==> src/rtl/riscv_pkg.sv <==
`default_nettype none
// ============================================================================
//  Module      : riscv_pkg
//  Description : Shared definitions for the RV32 core front end: instruction
//                width, SYSTEM encodings that stop fetch, default reset PC
//                and the fetch state encoding.
//  Revision    : 1.0  initial release
// ============================================================================
package riscv_pkg;

    localparam int          XLEN             = 32;
    localparam int          INSTR_W          = 32;

    localparam logic [31:0] DEFAULT_RESET_PC = 32'h0000_0000;

    localparam logic [31:0] INSTR_ECALL      = 32'h0000_0073;
    localparam logic [31:0] INSTR_EBREAK     = 32'h0010_0073;
    localparam logic [31:0] INSTR_NOP        = 32'h0000_0013;

    typedef enum logic {
        ST_RUN  = 1'b0,
        ST_HALT = 1'b1
    } fetch_state_e;

    // True for the two instructions after which fetch must stop.
    function automatic logic is_halt_instr(input logic [INSTR_W-1:0] instr);
        return (instr == INSTR_ECALL) || (instr == INSTR_EBREAK);
    endfunction

endpackage : riscv_pkg
`default_nettype wire

==> src/rtl/fetch_fifo.sv <==
`default_nettype none
// ============================================================================
//  Module      : fetch_fifo
//  Description : Synchronous instruction buffer, DEPTH entries of WIDTH bits.
//                Head entry is presented combinationally. A flush empties the
//                buffer and returns both pointers to zero, overriding any
//                push or pop in the same cycle.
//  Ports       : clk, rst (async, active low)
//                push / wr_data    - write wr_data at tail
//                pop               - retire head entry
//                flush             - discard all entries
//                full, empty, count, head_data - status and head entry
//  Revision    : 1.0  initial release
// ============================================================================
module fetch_fifo #(
    parameter int DEPTH = 2,            // power of two, >= 2
    parameter int WIDTH = 64
) (
    input  logic                       clk,
    input  logic                       rst,
    input  logic                       push,
    input  logic                       pop,
    input  logic                       flush,
    input  logic [WIDTH-1:0]           wr_data,
    output logic                       full,
    output logic                       empty,
    output logic [$clog2(DEPTH):0]     count,
    output logic [WIDTH-1:0]           head_data
);

    localparam int PTR_W = $clog2(DEPTH);
    localparam int CNT_W = PTR_W + 1;

    logic [WIDTH-1:0] mem [DEPTH];
    logic [PTR_W-1:0] head_ptr;
    logic [PTR_W-1:0] tail_ptr;
    logic [CNT_W-1:0] count_q;

    logic push_ok;
    logic pop_ok;

    assign full      = (count_q == CNT_W'(DEPTH));
    assign empty     = (count_q == '0);
    assign count     = count_q;
    assign head_data = mem[head_ptr];

    // A push into a full buffer is only accepted when the head leaves in the
    // same cycle; pops of an empty buffer are ignored.
    assign push_ok = push & (~full | pop);
    assign pop_ok  = pop & ~empty;

    // Storage is cleared on reset so the head output is a known zero value
    // before the first push (keeps id_* free of X at reset).
    always_ff @(posedge clk or negedge rst) begin
        if (!rst) begin
            for (int i = 0; i < DEPTH; i++) begin
                mem[i] <= '0;
            end
        end else if (push_ok && !flush) begin
            mem[tail_ptr] <= wr_data;
        end
    end

    always_ff @(posedge clk or negedge rst) begin
        if (!rst) begin
            head_ptr <= '0;
            tail_ptr <= '0;
            count_q  <= '0;
        end else if (flush) begin
            head_ptr <= '0;
            tail_ptr <= '0;
            count_q  <= '0;
        end else begin
            // Pointers wrap naturally because DEPTH is a power of two.
            if (push_ok) begin
                tail_ptr <= tail_ptr + PTR_W'(1);
            end
            if (pop_ok) begin
                head_ptr <= head_ptr + PTR_W'(1);
            end
            case ({push_ok, pop_ok})
                2'b10:   count_q <= count_q + CNT_W'(1);
                2'b01:   count_q <= count_q - CNT_W'(1);
                default: count_q <= count_q;
            endcase
        end
    end

endmodule : fetch_fifo
`default_nettype wire

==> src/rtl/fetch_stage.sv <==
`default_nettype none
// ============================================================================
//  Module      : fetch_stage
//  Description : RV32 instruction fetch. Holds the PC, addresses the
//                combinational instruction memory, buffers {pc, instr} pairs
//                towards decode and stops fetching after ECALL/EBREAK until
//                the next redirect.
//  Ports       : clk, rst (async, active low)
//                imem_addr / imem_rd            - instruction memory
//                redirect_en / redirect_pc      - branch/jump/trap redirect
//                id_valid / id_ready            - decode handshake
//                id_instr / id_pc / id_pc_plus4 - head instruction
//                halted                         - stopped and fully drained
//  Revision    : 1.0  initial release
// ============================================================================
module fetch_stage
    import riscv_pkg::*;
#(
    parameter logic [31:0] RESET_PC = DEFAULT_RESET_PC,   // bits [1:0] = 0
    parameter int          DEPTH    = 2                   // power of two, >= 2
) (
    input  logic                clk,
    input  logic                rst,
    output logic [XLEN-1:0]     imem_addr,
    input  logic [INSTR_W-1:0]  imem_rd,
    input  logic                redirect_en,
    input  logic [XLEN-1:0]     redirect_pc,
    output logic                id_valid,
    input  logic                id_ready,
    output logic [INSTR_W-1:0]  id_instr,
    output logic [XLEN-1:0]     id_pc,
    output logic [XLEN-1:0]     id_pc_plus4,
    output logic                halted
);

    localparam int CNT_W = $clog2(DEPTH) + 1;
    localparam int ENT_W = XLEN + INSTR_W;

    fetch_state_e          state;
    fetch_state_e          state_next;
    logic [XLEN-1:0]       pc;
    logic [XLEN-1:0]       pc_next;
    logic [XLEN-1:0]       redirect_target;

    logic                  push;
    logic                  pop;
    logic                  buf_full;
    logic                  buf_empty;
    logic [CNT_W-1:0]      buf_count;
    logic [ENT_W-1:0]      buf_head;

    assign redirect_target = redirect_pc & ~32'h0000_0003;

    assign imem_addr = pc;
    assign id_valid  = ~buf_empty;
    assign pop       = id_valid & id_ready;

    // Redirect wins over everything: no push and the coincident pop is
    // swallowed by the flush inside the buffer.
    assign push = (state == ST_RUN) & ~redirect_en & (~buf_full | pop);

    // ------------------------------------------------------------------
    // State and PC registers
    // ------------------------------------------------------------------
    always_ff @(posedge clk or negedge rst) begin
        if (!rst) begin
            state <= ST_RUN;
            pc    <= RESET_PC;
        end else begin
            state <= state_next;
            pc    <= pc_next;
        end
    end

    // ------------------------------------------------------------------
    // Next-state / next-PC logic
    // ------------------------------------------------------------------
    always_comb begin
        state_next = state;
        pc_next    = pc;
        if (redirect_en) begin
            state_next = ST_RUN;
            pc_next    = redirect_target;
        end else if (push) begin
            pc_next = pc + 32'd4;          // wraps modulo 2^32
            if (is_halt_instr(imem_rd)) begin
                state_next = ST_HALT;
            end
        end
    end

    // ------------------------------------------------------------------
    // Instruction buffer
    // ------------------------------------------------------------------
    fetch_fifo #(
        .DEPTH (DEPTH),
        .WIDTH (ENT_W)
    ) u_fetch_fifo (
        .clk       (clk),
        .rst       (rst),
        .push      (push),
        .pop       (pop),
        .flush     (redirect_en),
        .wr_data   ({pc, imem_rd}),
        .full      (buf_full),
        .empty     (buf_empty),
        .count     (buf_count),
        .head_data (buf_head)
    );

    assign id_pc       = buf_head[ENT_W-1:INSTR_W];
    assign id_instr    = buf_head[INSTR_W-1:0];
    assign id_pc_plus4 = id_pc + 32'd4;

    assign halted = (state == ST_HALT) & (buf_count == '0);

endmodule : fetch_stage
`default_nettype wire

==> config.mk <==
export PLATFORM = sky130hd
export DESIGN_NAME = fetch_stage
export DESIGN_NICKNAME = d
export VERILOG_FILES = /design/src/rtl/riscv_pkg.sv /design/src/rtl/fetch_fifo.sv /design/src/rtl/fetch_stage.sv
export SDC_FILE = /design/constraint.sdc
export NUM_CORES = 1
export LEC_CHECK = 0
export BUFFER_PORTS_ARGS = -buffer_cell sky130_fd_sc_hd__buf_2
export CAP_MARGIN = 20
export CORE_UTILIZATION = 43
export DETAILED_ROUTE_END_ITERATION = 6
export GPL_TIMING_DRIVEN = 0
export HOLD_SLACK_MARGIN = 0.08
export PLACE_DENSITY = 0.66
export SETUP_SLACK_MARGIN = 0.05
export SYNTH_ARGS = -nofsm -noshare
export SYNTH_HDL_FRONTEND = slang
export SYNTH_SLANG_ARGS = --single-unit
==> constraint.sdc <==
create_clock -name clk -period 4.2 [get_ports clk]
set_clock_uncertainty 0.1 [all_clocks]
set_input_delay 0.42 -clock clk [delete_from_list [all_inputs] [get_ports clk]]
set_output_delay 0.42 -clock clk [all_outputs]
set_load 0.01 [all_outputs]
Word-level counts from Yosys, hierarchy flattened

Cells that the tools add are included.

Register bits: 165
Input port bits: 68

Bitwise gates (word level): 13
Add/sub/neg operators: 6
Reductions and logical operators: 11
Multiplexer cells: 17
Magnitude comparators: 3
Eq/ne operators: 5

Operator list:

| kind                                                       | number |
|---|---|
| two-way mux 64 bit                                         | 4 |
| bitwise mux 128 bit                                        | 1 |
| adder 32 x 3 -> 32 bit, second input constant              | 2 |
| demux 64 bit (select 1 bit)                                | 1 |
| two-way mux 32 bit                                         | 2 |
| == test 32 x 21 -> 1 bit, second input constant            | 1 |
| == test 32 x 7 -> 1 bit, second input constant             | 1 |
| nonzero test 2 bit                                         | 4 |
| two-way mux 1 bit                                          | 7 |
| AND 1 bit                                                  | 6 |
| == test 2 bit, second input constant                       | 2 |
| greater-or-equal comparator 2 bit, second input constant   | 2 |
| inverter 1 bit                                             | 4 |
| inverter 1 -> 2 bit                                        | 2 |
| one-hot mux 2 bit (2 select lines)                         | 1 |
| nonzero test 3 bit                                         | 1 |
| adder 1 bit, second input constant                         | 2 |
| adder 2 x 1 -> 2 bit, second input constant                | 1 |
| == test 2 x 1 -> 1 bit, second input constant              | 1 |
| logical AND 1 bit                                          | 2 |
| logical NOT 2 bit                                          | 1 |
| less-than comparator 2 x 1 -> 1 bit, second input constant | 1 |
| two-way mux 2 bit                                          | 1 |
| AND reduction 2 bit                                        | 1 |
| other kinds (4)                                            | 4 |

Longest topological paths before layout

Depth in word-level cells: 9
Gate-level depth with buffers: 13

Modules after synthesis

From an unflattened synthesis, not the netlist that was laid out.

Cell total of the unflattened synthesis: 684
Area total of the unflattened synthesis: 8516.9 µm²

By module, submodules not included:

| module      | area an instance (µm²) | seq. area each (µm²) | cells each | instances |
|---|---|---|---|---|
| fetch_fifo  | 5911.9                 | 3303.2               | 365        | 1 |
| fetch_stage | 2605.0                 | 775.7                | 319        | 1 |

Worst setup path before layout

Ideal clock, no wire load.

Path kind: flip-flop to output port
Start point: register u_fetch_fifo.head_ptr
End point: output port id_pc_plus4[26]
Cell stages (with the launch flop): 14
Arrival time: 2.931 ns
Slack: 0.749 ns
Cell sequence: dfrtp_1 buf_6 buf_6 buf_2 buf_2 buf_2 mux2i_1 inv_1 ha_1 nand4_1 a221oi_4 nand3_4 nor4b_2 xnor2_1

Longest elaborated chain between the ends: 5

RTL lines:

| what                                                  | line               | text |
|---|---|---|
| start, declared                                       | fetch_fifo.sv:35   | `logic [PTR_W-1:0] head_ptr;` |
| start signal, assigned                                | fetch_fifo.sv:79   | `head_ptr <= head_ptr + PTR_W'(1);` |
| inverter 1 -> 2 bit (not written as such)             | fetch_fifo.sv:45   | `assign head_data = mem[head_ptr];` |
| two-way mux 64 bit (not written as such) (3 in a row) | fetch_fifo.sv:45   |  |
| named net id_pc[2]                                    | fetch_stage.sv:31  | `output logic [XLEN-1:0] id_pc,` |
| adder 32 x 3 -> 32 bit                                | fetch_stage.sv:113 | `assign id_pc_plus4 = id_pc + 32'd4;` |
| end, declared                                         | fetch_stage.sv:32  | `output logic [XLEN-1:0] id_pc_plus4,` |

The timed path passes the listed nets, and every way through them passes these cells. The select of a mux whose other input is x is not followed.

Worst setup path after layout

Start point: register u_fetch_fifo.head_ptr
End point: output port id_pc_plus4[26]

Longest elaborated chain between the ends: 5

RTL lines:

| what                                                  | line |
|---|---|
| inverter 1 -> 2 bit (not written as such)             | fetch_fifo.sv:45 |
| two-way mux 64 bit (not written as such) (3 in a row) | fetch_fifo.sv:45 |
| adder 32 x 3 -> 32 bit                                | fetch_stage.sv:113 |

Every way passes these cells. The select of a mux whose other input is x is not followed.

==> results.yml <==
sta:
  clock.fmax_ghz: 0.251
  worst_pin_slew_ns: 0.959
  slew_headroom_pct: 35.5
  report.final.slew_viol_count: 0
  period_needed_ns: 3.99
  hold_viol: 0
  holdWs_ns: 0.0968
  setup_viol_count_final: 0
  finalCritPeriodShare_pct: 94.9
  rsz0062_at_grt: "false"
detailed_routing:
  vias_per_cell: 5.27
  ant_nets: 0
  avgRoutedWirePerCell_um: 18.2
  drt-total-wl_mm: 20.8
  first_iter_violations: 243
  vias: 6019
  drc: 0
  first_pass_iters: 4
setup_path:
  crit_path_start_kind: "register"
  ff2ff_path_depth: 4
  r2r-start: "state"
  worstReg2RegEnd: "u_fetch_fifo.mem[119]"
  criticalPathCategory: "register to primary output"
  r2r_slack_ns: 1.70
  critPathRequiredTime_ns: 3.68
  cp.arrival_ns: 3.47
  end_kind: "primary output"
  critPathMaxFanout: 19
logic_synthesis:
  avgSynthCellArea_sq_um: 12.1
  synth_area_leaders: "dfrtp_1, mux2_2, xor2_1, xnor2_1, mux2_1"
  synthCells: 678
  yosysWarnings: 0
  ys_seq_area_share_pct: 48.4
  ys_ff_latch: 159
  synth_top_area_share_pct: 48.4
  mappedNetlistArea_sq_mm: 0.00821
  synth_top_cell_by_area: "dfrtp_1"
  synth.distinct_cells: 56
global_route:
  grt_use_total_pct: 22.0
  grt_pass1_vias: 6089
  grt_max_degree: 122
  grt_first_pass_wirelength_mm: 33.2
  antenna_found_initial: 0
  overflow: 0
place:
  gp_congestion: 0.842
  port_buffers: 189
  dp_cells: 1107
  hpwl_mm: 15.1
worst_hold_path:
  hold_depth: 3
  min_from: "redirect_pc[14]"
  min_to: "imem_addr[14]"
  hold_path.class: "input pin to register"
run_status:
  status: "finished, final reports clean"
power:
  powerDensity_mw_per_mm2: 502
  p_leak_nw: 4.67
  peakVddDrop_mv: 0.278
finish:
  layout_common_cells: "buf_2, dfrtp_1, mux2_2"
  stdcell_count: 1142
  final_common_cell: "buf_2"
  final_nets: 965
  drive_above_1_share_pct: 47.9
  n_antenna_cell: 0
  area_growth_pct: 23.6
floorplan:
  initial_core_util_pct: 43.9
  die-area_sq_mm: 0.0197
  num_rows: 50
  ios: 198
  die_y_um: 140
  die_width_um: 140
  core_sq_mm: 0.0187
clock_tree:
  clockBufferDepth: 2
  insertion_delay_ns: 0.42
  cts_tree: "yes"
  htreeDepth: 4
  root_buffer: "clkbuf_16"
  cts_buffers: 17
  clk_pin_slew_ns: 0.07
  cts_sinks: 159
flow_run:
  cap_violations: 0
==> power by group <==
part	switching, mW	internal, mW	total [mW]	leakage, nW
Clock	0.661	0.885	1.55	0.285
Sequential	0.245	1.86	2.10	1.90
Combinational	0.716	0.730	1.45	2.49
==> worst max path at each step <==
stage	depth (start not counted)	end	from	slack, ns
finish	14	id_pc_plus4[26]	u_fetch_fifo.head_ptr	0.21
global route	14	id_pc_plus4[26]	u_fetch_fifo.head_ptr	0.07
CTS	15	id_pc_plus4[26]	u_fetch_fifo.head_ptr	0.06
detailed placement	14	id_pc_plus4[24]	u_fetch_fifo.head_ptr	-0.22
global placement	14	id_pc_plus4[24]	u_fetch_fifo.head_ptr	-0.19
floorplan	13	id_pc_plus4[26]	u_fetch_fifo.head_ptr	0.75
==> Yosys cell counts, drive strengths merged <==
library cell	number
a2111oi	1
nand4b	6
nor2	19
a32o	1
a21o	1
and2	6
a41oi	1
o2111a	1
and4	5
o21ai	28
nand4	22
nor3b	2
mux2i	12
ha	2
a211oi	3
clkbuf	8
nor4	7
conb	1
nand2b	2
buf	34
a21oi	8
or3	2
xnor2	25
nor2b	3
clkinv	1
nor3	5
xor2	28
nand3	16
inv	13
a31oi	5
dfrtp	159
and3	12
nand2	54
o22ai	1
nor4b	2
mux2	176
nand3b	3
a221oi	3
==> worst max-delay path, stage by stage (launching register included) <==
cell and delay, ns:
dfrtp_1 0.34, buf_6 0.15, buf_8 0.17, buf_8 0.17, buf_8 0.21, mux2i_1 0.15
inv_1 0.10, ha_2 0.23, nand4_1 0.19, a221oi_4 0.45, buf_4 0.19, nand3_4 0.08
nor4b_2 0.29, xnor2_1 0.15, buf_2 0.15
==> metrics by stage <==
step	setup slack, ns	utilization, %	cell area, sq um	power [mW]	TNS (ns)
finish	0.214	54.2	10100	5.10	0
global route	0.0709	54.2	10100	5.37	0
CTS	0.0578	54.3	10200	5.15	0
detailed placement	-0.217	50.8	9510	3.58	-0.871
global placement	-0.194	50.6	9470	3.54	-0.759
floorplan	0.749	-	8230	3.01	0
==> layer usage <==
layer	vias up	track usage [%]	part of all wire (%)
met1	2967	28.3	44
met3	25	6.36	6.5
met2	180	36.0	48
li1	2847	-	-
met4	0	6.48	1.4
met5	-	0	0
==> flip-flops by register name, summed over array words and instances (netlist names) <==
signal,count
u_fetch_fifo.count,2
u_fetch_fifo.tail_ptr,1
imem_addr,30
u_fetch_fifo.head_ptr,1
state,1
u_fetch_fifo.mem,124
==> kinds of logic after synthesis <==
logic type      share of synthesized area (%)
mux                                      25.6
fa+ha+maj                               0.305
flops                                    48.4
compound gates                           4.43
other cells                            0.0457
xor+xnor                                 5.65
buf+inv                                  3.60
simple gates                             11.9
==> repair_timing <==
action | in CTS | in global routing
endpoints found under the setup margin | 12 | 6
hold endpoints to repair | 38 | 0
pin swaps | 2 | 3
hold buffers | 1 | 0
gates resized for setup | 10 | 0
buffers inserted | 2 | 1
==> area by class of cell <==
cell class | count | area [sq um]
clock inverter | 15 | 160
fill | 1635 | 8560
timing repair buffer | 194 | 1020
sequential | 159 | 3980
buffer | 41 | 262
clock buffer | 17 | 425
inverter | 14 | 52.6
tap | 234 | 293
multi-input combinational | 468 | 3960
Note: power is estimated with default switching activity, not from simulation.
